==> config.mk <==
export PLATFORM = sky130hd
export DESIGN_NAME = wave_splitter
export DESIGN_NICKNAME = d
export VERILOG_FILES = /design/src/rtl/wave_splitter.sv
export SDC_FILE = /design/constraint.sdc
export NUM_CORES = 1
export LEC_CHECK = 0
export BUFFER_PORTS_ARGS = -buffer_cell sky130_fd_sc_hd__buf_2
export CORE_MARGIN = 5
export CORE_UTILIZATION = 47
export CTS_BUF_LIST = sky130_fd_sc_hd__clkbuf_8
export CTS_CLUSTER_SIZE = 20
export DETAILED_ROUTE_END_ITERATION = 16
export PLACE_DENSITY_LB_ADDON = 0.25
export SLEW_MARGIN = 10
export SYNTH_ARGS = -nofsm -noshare
export SYNTH_HDL_FRONTEND = slang
export SYNTH_SLANG_ARGS = --single-unit
==> constraint.sdc <==
create_clock -name clk -period 2.38 [get_ports clk]
set_clock_uncertainty 0.1 [all_clocks]
set_input_delay 0.238 -clock clk [delete_from_list [all_inputs] [get_ports clk]]
set_output_delay 0.238 -clock clk [all_outputs]
set_load 0.01 [all_outputs]
==> src/rtl/wave_splitter.sv <==
// Four-channel de-multiplexer: collects a time-multiplexed frame into shadow
// registers and commits it atomically to a valid/ready output stage.
module wave_splitter #(
  parameter int WIDTH = 16
) (
  input  logic             clk,
  input  logic             rst,
  input  logic             s_valid,
  input  logic [WIDTH-1:0] s_data,
  input  logic             s_last,
  output logic             s_ready,
  output logic [WIDTH-1:0] q_out0,
  output logic [WIDTH-1:0] q_out1,
  output logic [WIDTH-1:0] q_out2,
  output logic [WIDTH-1:0] q_out3,
  output logic             q_valid,
  input  logic             q_ready,
  output logic             frame_err
);

  localparam logic [0:0] ST_SYNC   = 1'b0;
  localparam logic [0:0] ST_RESYNC = 1'b1;

  logic [0:0]       state_q, state_d;
  logic [1:0]       slot_q, slot_d;
  logic [WIDTH-1:0] shadow_q [4];
  logic [WIDTH-1:0] shadow_d [4];
  logic [WIDTH-1:0] out_q [4];
  logic [WIDTH-1:0] out_d [4];
  logic             q_valid_q, q_valid_d;
  logic             frame_err_q, frame_err_d;
  logic             accept;

  // Only the closing beat of a frame can stall: it must wait for a free output stage.
  assign s_ready = rst || !((state_q == ST_SYNC) && (slot_q == 2'd3) && q_valid_q && !q_ready);
  assign accept  = s_valid && s_ready;

  always_comb begin
    state_d     = state_q;
    slot_d      = slot_q;
    shadow_d    = shadow_q;
    out_d       = out_q;
    frame_err_d = 1'b0;
    q_valid_d   = q_valid_q && !q_ready;

    if (accept) begin
      if (state_q == ST_SYNC) begin
        if (slot_q == 2'd3) begin
          slot_d = 2'd0;
          if (s_last) begin
            // Channel 3 goes straight from the input into the output stage.
            out_d[0]  = shadow_q[0];
            out_d[1]  = shadow_q[1];
            out_d[2]  = shadow_q[2];
            out_d[3]  = s_data;
            q_valid_d = 1'b1;
          end else begin
            frame_err_d = 1'b1;
            state_d     = ST_RESYNC;
          end
        end else if (s_last) begin
          frame_err_d = 1'b1;
          slot_d      = 2'd0;
        end else begin
          shadow_d[slot_q] = s_data;
          slot_d           = slot_q + 2'd1;
        end
      end else if (s_last) begin
        state_d = ST_SYNC;
        slot_d  = 2'd0;
      end
    end
  end

  always_ff @(posedge clk) begin
    if (rst) begin
      state_q     <= ST_SYNC;
      slot_q      <= 2'd0;
      q_valid_q   <= 1'b0;
      frame_err_q <= 1'b0;
    end else begin
      state_q     <= state_d;
      slot_q      <= slot_d;
      q_valid_q   <= q_valid_d;
      frame_err_q <= frame_err_d;
    end
  end

  for (genvar gi = 0; gi < 4; gi++) begin : g_chan
    always_ff @(posedge clk) begin
      if (rst) begin
        shadow_q[gi] <= '0;
        out_q[gi]    <= '0;
      end else begin
        shadow_q[gi] <= shadow_d[gi];
        out_q[gi]    <= out_d[gi];
      end
    end
  end

  assign q_out0    = out_q[0];
  assign q_out1    = out_q[1];
  assign q_out2    = out_q[2];
  assign q_out3    = out_q[3];
  assign q_valid   = q_valid_q;
  assign frame_err = frame_err_q;

endmodule

==> flow_summary.toml, run 1 <==
[outcome]
status = "complete, no violations"

[synthesis]
postSynthAreaPerCell_um2 = 11.2
synth_top_cell_by_area = "dfxtp_1"
ys_types = 26
synthTopCellsByArea = "dfxtp_1 50%, mux2i_1 24%, nand2b_1 17%, buf_6 1.7%, ha_1 1.6%"
synth-seq-cells = 117
yosys.area.top_type_share_pct = 49.6
ys_warn_count = 0
ys_seq_area_share_pct = 49.6
synth_area_um2 = 4730
synth_fp_nets = 450
syn_inst = 423

[clock_tree]
cts_tree = "built"
clk_root_buffer_cell = "clkbuf_8"
cts_buffers = 17
clock_sinks = 117
clock_latency_ns = 0.42
htreeDepth = 4
cts_resized = 0
clk_pin_slew_worst_paths_ns = 0.07
clk_path_buf_depth = 2

[cells_and_area]
design_area_um2 = 5590
fill_cells = 866
multiInputGateArea_um2 = 2200
fin_util_pct = 57.2
syn_to_final_growth_pct = 18.3
register_area_um2 = 2340
nets = 537
drive_above_1_share_pct = 23.7
diodes = 0

[grt]
globalRouteOverflowTotal = 0
grt_usage_pct = 16.7
grt_pass1_wl_um = 15600
grt_max_degree = 96
grt_pass1_vias = 3170
antenna_found_initial = 0

[drt]
wl_per_cell_um = 14.6
vias = 3149
ant_nets = 0
drc = 0
drt-vias-per-instance = 4.84
drt_iter0_drc = 133
finalWirelength_um = 9480
first_pass_iters = 4

[worst_setup_path]
path_max_fanout = 10
critPathTopFamily = "simple AND/OR/NAND/NOR gates"
path_class = "register to register"
end_kind = "register"
critical-path-slowest-cell = "or3_1"
start_kind = "register"
critPathBufInv = 1
crit_chain = "ha_1 > nor4bb_1 > buf_4 > or3_1 > mux2i_1"
crit_required_ns = 2.62
cpPeakStageDelay_ns = 0.50
crit_arrival_ns = 2.46

[sta]
setup_viol = 0
rsz0062_at_grt = "false"
fin_crit_ns = 2.22
maxClockFrequency_mhz = 451
slew_headroom_pct = 49.7
drv_slew = 0
finalCritPeriodShare_pct = 93.2
max_slew.worst_pin.slew_ns = 0.753
tns_ns = 0
hold_violations = 0

[floorplan]
die_area_um2 = 12200
die_y_um = 110
core-area_um2 = 9770
row_count = 36
boundaryPins = 88
die_w_um = 110
start_util_pct = 48.3

[placement]
port_buffers = 87
place_area_um2 = 5220
gp_congestion = 0.842
hpwl_um = 6380

[pwr]
leakagePower_uw = 0.00265
irDropWorstVdd_mv = 0.364
power_density_nw_per_um2 = 676

[flow_run]
maxCapViolations = 0

[hold_path]
hp-class = "input pin to register"
==> report_power, final <==
group	internal, uW	leakage [uW]	total [uW]	switching [uW]
sequential	1980	0.000945	1990	6.88
clock	909	0.000188	1620	714
combinational	79.6	0.00152	171	90.9
==> kinds of logic after synthesis <==
group	share of synthesized area, %
AOI/OAI and AO/OA	0.900
adders and majority gates	1.59
buffers and inverters	3.94
DFF	49.6
muxes	23.7
and+or+nand+nor	20.3
==> Yosys cell counts <==
| cell | count |
|---|---|
| a21boi_0 | 1 |
| nor3_2 | 1 |
| clkbuf_1 | 14 |
| ha_1 | 6 |
| nor4_1 | 2 |
| nor3_4 | 1 |
| nor2_1 | 3 |
| nand4_1 | 3 |
| or3_1 | 2 |
| nor4bb_1 | 1 |
| a32oi_1 | 1 |
| o311ai_0 | 1 |
| o211ai_1 | 1 |
| inv_1 | 4 |
| nand4bb_1 | 1 |
| buf_2 | 2 |
| buf_6 | 7 |
| and2b_1 | 1 |
| nand2_1 | 3 |
| buf_4 | 4 |
| nand2b_1 | 131 |
| a21oi_1 | 2 |
| mux2i_1 | 112 |
| nand4_2 | 1 |
| dfxtp_1 | 117 |
| nand3_1 | 1 |
==> through the flow <==
| step | std cells | hold WS [ns] | setup WS [ns] | total power [uW] |
|---|---|---|---|---|
| 2_1_floorplan | 423 | 0.309 | 0.597 | 2150 |
| 3_3_place_gp | 622 | 0.358 | 0.171 | 2200 |
| 3_5_place_dp | 622 | 0.364 | 0.0587 | 2200 |
| 4_1_cts | 650 | 0.0322 | 0.0171 | 3820 |
| 5_1_grt | 651 | 0.0445 | 0.0368 | 3940 |
| 6_report | 651 | 0.0558 | 0.163 | 3780 |
==> sequential cells by signal, indices dropped and copies added (netlist names) <==
| signal | cells |
|---|---|
| shadow_q | 48 |
| state_q | 1 |
| q_out3 | 16 |
| q_valid | 1 |
| q_out0 | 16 |
| slot_q | 2 |
| q_out1 | 16 |
| q_out2 | 16 |
| frame_err | 1 |
==> final timing paths <==
kind,startpoint,end,slack (ns),cells after the start
hold reg to reg,q_out1[10],q_out1[10],0.37,2
hold / removal,s_last,state_q,0.06,4
setup / recovery,slot_q[0],shadow_q[39],0.16,5
setup reg to reg,slot_q[0],shadow_q[39],0.16,5
==> final cells by class <==
type                            instances  area share, %
Timing Repair Buffer                   95           9.36
Clock buffer                           18           4.43
Tap cell                              133           2.98
Clock inverter                          9           1.66
Multi-Input combinational cell        275           39.4
Inverter                                4          0.269
Sequential cell                       117           41.9
==> cells in the final DEF (no fill, tap or decap), types with 5 or more instances in the layout <==
cell,synthesis,layout
nand2b_1,131,131
dfxtp_1,117,117
mux2i_1,112,112
buf_2,2,87
clkbuf_8,0,18
inv_1,4,6
ha_1,6,6
clkinv_2,0,5
buf_4,4,5
==> worst min-delay path, delay by kind of cell <==
family / cells / cell delay [ns]
simple gates: 2 / 0.13
compound gates: 1 / 0.05
buf+inv: 1 / 0.13
==> layer usage <==
metal  up-vias  GRT usage [%]  routed length, um
met5         -              0                  0
met2        65           24.9               4290
met3        13           5.65                512
met1      1475           22.1               4500
met4         0           7.30                175
li1       1596              -                  -
==> timing repair <==
action,in CTS,in global routing
setup endpoints to repair,0,16
hold buffers,1,0
setup buffers,0,1
endpoints found under the hold margin,1,0
No activity file was read; power rests on OpenSTA's default activity.
==> run 2, diff against run 1 <==
- REMOVE_ABC_BUFFERS: unset -> 1
==> run 2 against run 1 <==
Global-route usage is 0.062 points lower; non-clock buffer count is 2 higher; final area is 2.1% higher; final cell count is 1.1% higher; clock-buffer cell count is 1 higher; register-to-register slack better by 0.09 ns; power is 7.2% higher; hold slack better by 0.0080 ns; critical path type unchanged; critical endpoint is now shadow_q[47]; highest routed layer unchanged.
==> flow_summary.toml, run 2 (same netlist as run 1, synthesis figures left out) <==
[outcome]
status = "complete, no violations"

[cells_and_area]
nets = 539
syn_to_final_growth_pct = 20.8
largest_reg_flops = 48
regMostFlops = "shadow_q"
fin_util_pct = 58.4
drive_above_1_share_pct = 25.0
final_cell_mix = "131 x nand2b_1, 117 x dfxtp_1, 112 x mux2i_1, 87 x buf_2, 19 x clkbuf_8"
final_common_cell = "nand2b_1"
diodes = 0

[floorplan]
die_y_um = 110
row_count = 36
core-area_um2 = 9770
die_area_um2 = 12200
boundaryPins = 88
start_util_pct = 48.3
die_w_um = 110

[sta]
tns_ns = 0
max_slew.worst_pin.slew_ns = 0.764
slew_headroom_pct = 48.8
drv_slew = 0
maxClockFrequency_mhz = 469
hold_violations = 0
setup_viol = 0
fin_crit_ns = 2.13
rsz0062_at_grt = "false"
finalCritPeriodShare_pct = 89.5

[worst_setup_path]
start_kind = "register"
crit_arrival_ns = 2.38
end_kind = "register"
reg2reg_to = "shadow_q[47]"
rr_worst_depth = 5
reg2reg_from = "slot_q[1]"
crit_required_ns = 2.62
ff2ff_setup_slack_ns = 0.25
path_class = "register to register"
path_max_fanout = 10

[pwr]
irDropWorstVdd_mv = 0.385
leakagePower_uw = 0.00269
power_density_nw_per_um2 = 710

[hold_path]
hold-path-cell-count = 3
hold-path-endpoint = "shadow_q[52]"
hp-class = "input pin to register"
holdCritStartpoint = "s_data[4]"

[clock_tree]
clk_root_buffer_cell = "clkbuf_8"
clock_sinks = 117
cts_resized = 0
clock_latency_ns = 0.41
cts_buffers = 17
clk_pin_slew_worst_paths_ns = 0.07
htreeDepth = 4
clk_path_buf_depth = 2
cts_tree = "built"

[grt]
antenna_found_initial = 0
use_met3_pct = 6.17
busiest_layer = "met2"
grt_max_degree = 133
grt_usage_pct = 16.7
grt_pass1_wl_um = 15700
globalRouteOverflowTotal = 0
met2_usage_pct = 27.3
grt_pass1_vias = 3216
met1_usage_pct = 20.2

[drt]
vias = 3187
drt_iter0_drc = 109
ant_nets = 0
finalWirelength_um = 9680
drc = 0
drt-vias-per-instance = 4.84
wl_per_cell_um = 14.7
first_pass_iters = 4

[placement]
port_buffers = 87
gp_congestion = 0.847
hpwl_um = 6400

[flow_run]
maxCapViolations = 0
[run 2: cell count changes in the layout (fill, tap and decap cells not counted)]
cell        delta
inv_6          +1
bufinv_16      +1
clkinvlp_4     +4
inv_1          -1
clkinv_2       -2
clkinv_4       +1
buf_12         +2
clkbuf_8       +1
[run 2: metrics by stage]
step	area, um^2	setup slack (ns)	hold WS, ns	instances	power [uW]
final	5710	0.249	0.0638	658	4050
after global routing	5710	0.108	0.0690	658	4210
after CTS	5690	0.0227	0.0412	657	4090
after detailed placement	5260	0.0393	0.360	624	2200
after global placement	5260	0.125	0.357	624	2200
after floorplan	4550	-1.77	0.207	396	2130
[run 2: worst max path at each step]
stage / start / to / slack [ns] / cells past startpoint
floorplan: slot_q[0] / q_out0[0] / -1.77 / 4
global placement: slot_q[0] / shadow_q[24] / 0.13 / 6
detailed placement: slot_q[0] / shadow_q[29] / 0.04 / 6
CTS: slot_q[0] / shadow_q[20] / 0.02 / 6
global route: slot_q[1] / shadow_q[46] / 0.11 / 5
finish: slot_q[1] / shadow_q[47] / 0.25 / 5
[run 2: final cells by class]
class	count	area [um^2]
fill	878	4070
sequential	117	2340
multi-input combinational	275	2200
timing repair buffer	97	563
clock buffer	19	262
tap	133	166
clock inverter	13	156
inverter	4	15.0
[run 2: worst max-delay path: stages, from the launching register on]
cell and delay, ns:
dfxtp_1 0.39, ha_1 0.25, nor4bb_1 0.29, buf_4 0.21
or3_1 0.54, mux2i_1 0.27
[run 2: metal layers]
layer / share of wire (%) / wire [um]
met5: 0 / 0
met4: 1.4 / 136
met3: 5.7 / 555
met2: 49 / 4720
met1: 44 / 4270
[run 2: power by group]
group | leakage [uW] | total (uW) | internal (uW) | switching (uW)
combinational | 0.00154 | 173 | 84.6 | 88.5
clock | 0.000205 | 1890 | 1090 | 808
sequential | 0.000945 | 1990 | 1980 | 6.67
[run 2: repair_timing]
| action | 4_1_cts | 5_1_grt |
|---|---|---|
| endpoints found under the hold margin | 1 | 0 |
| setup buffers | 0 | 1 |
| hold buffers | 1 | 0 |
| endpoints found under the setup margin | 0 | 16 |
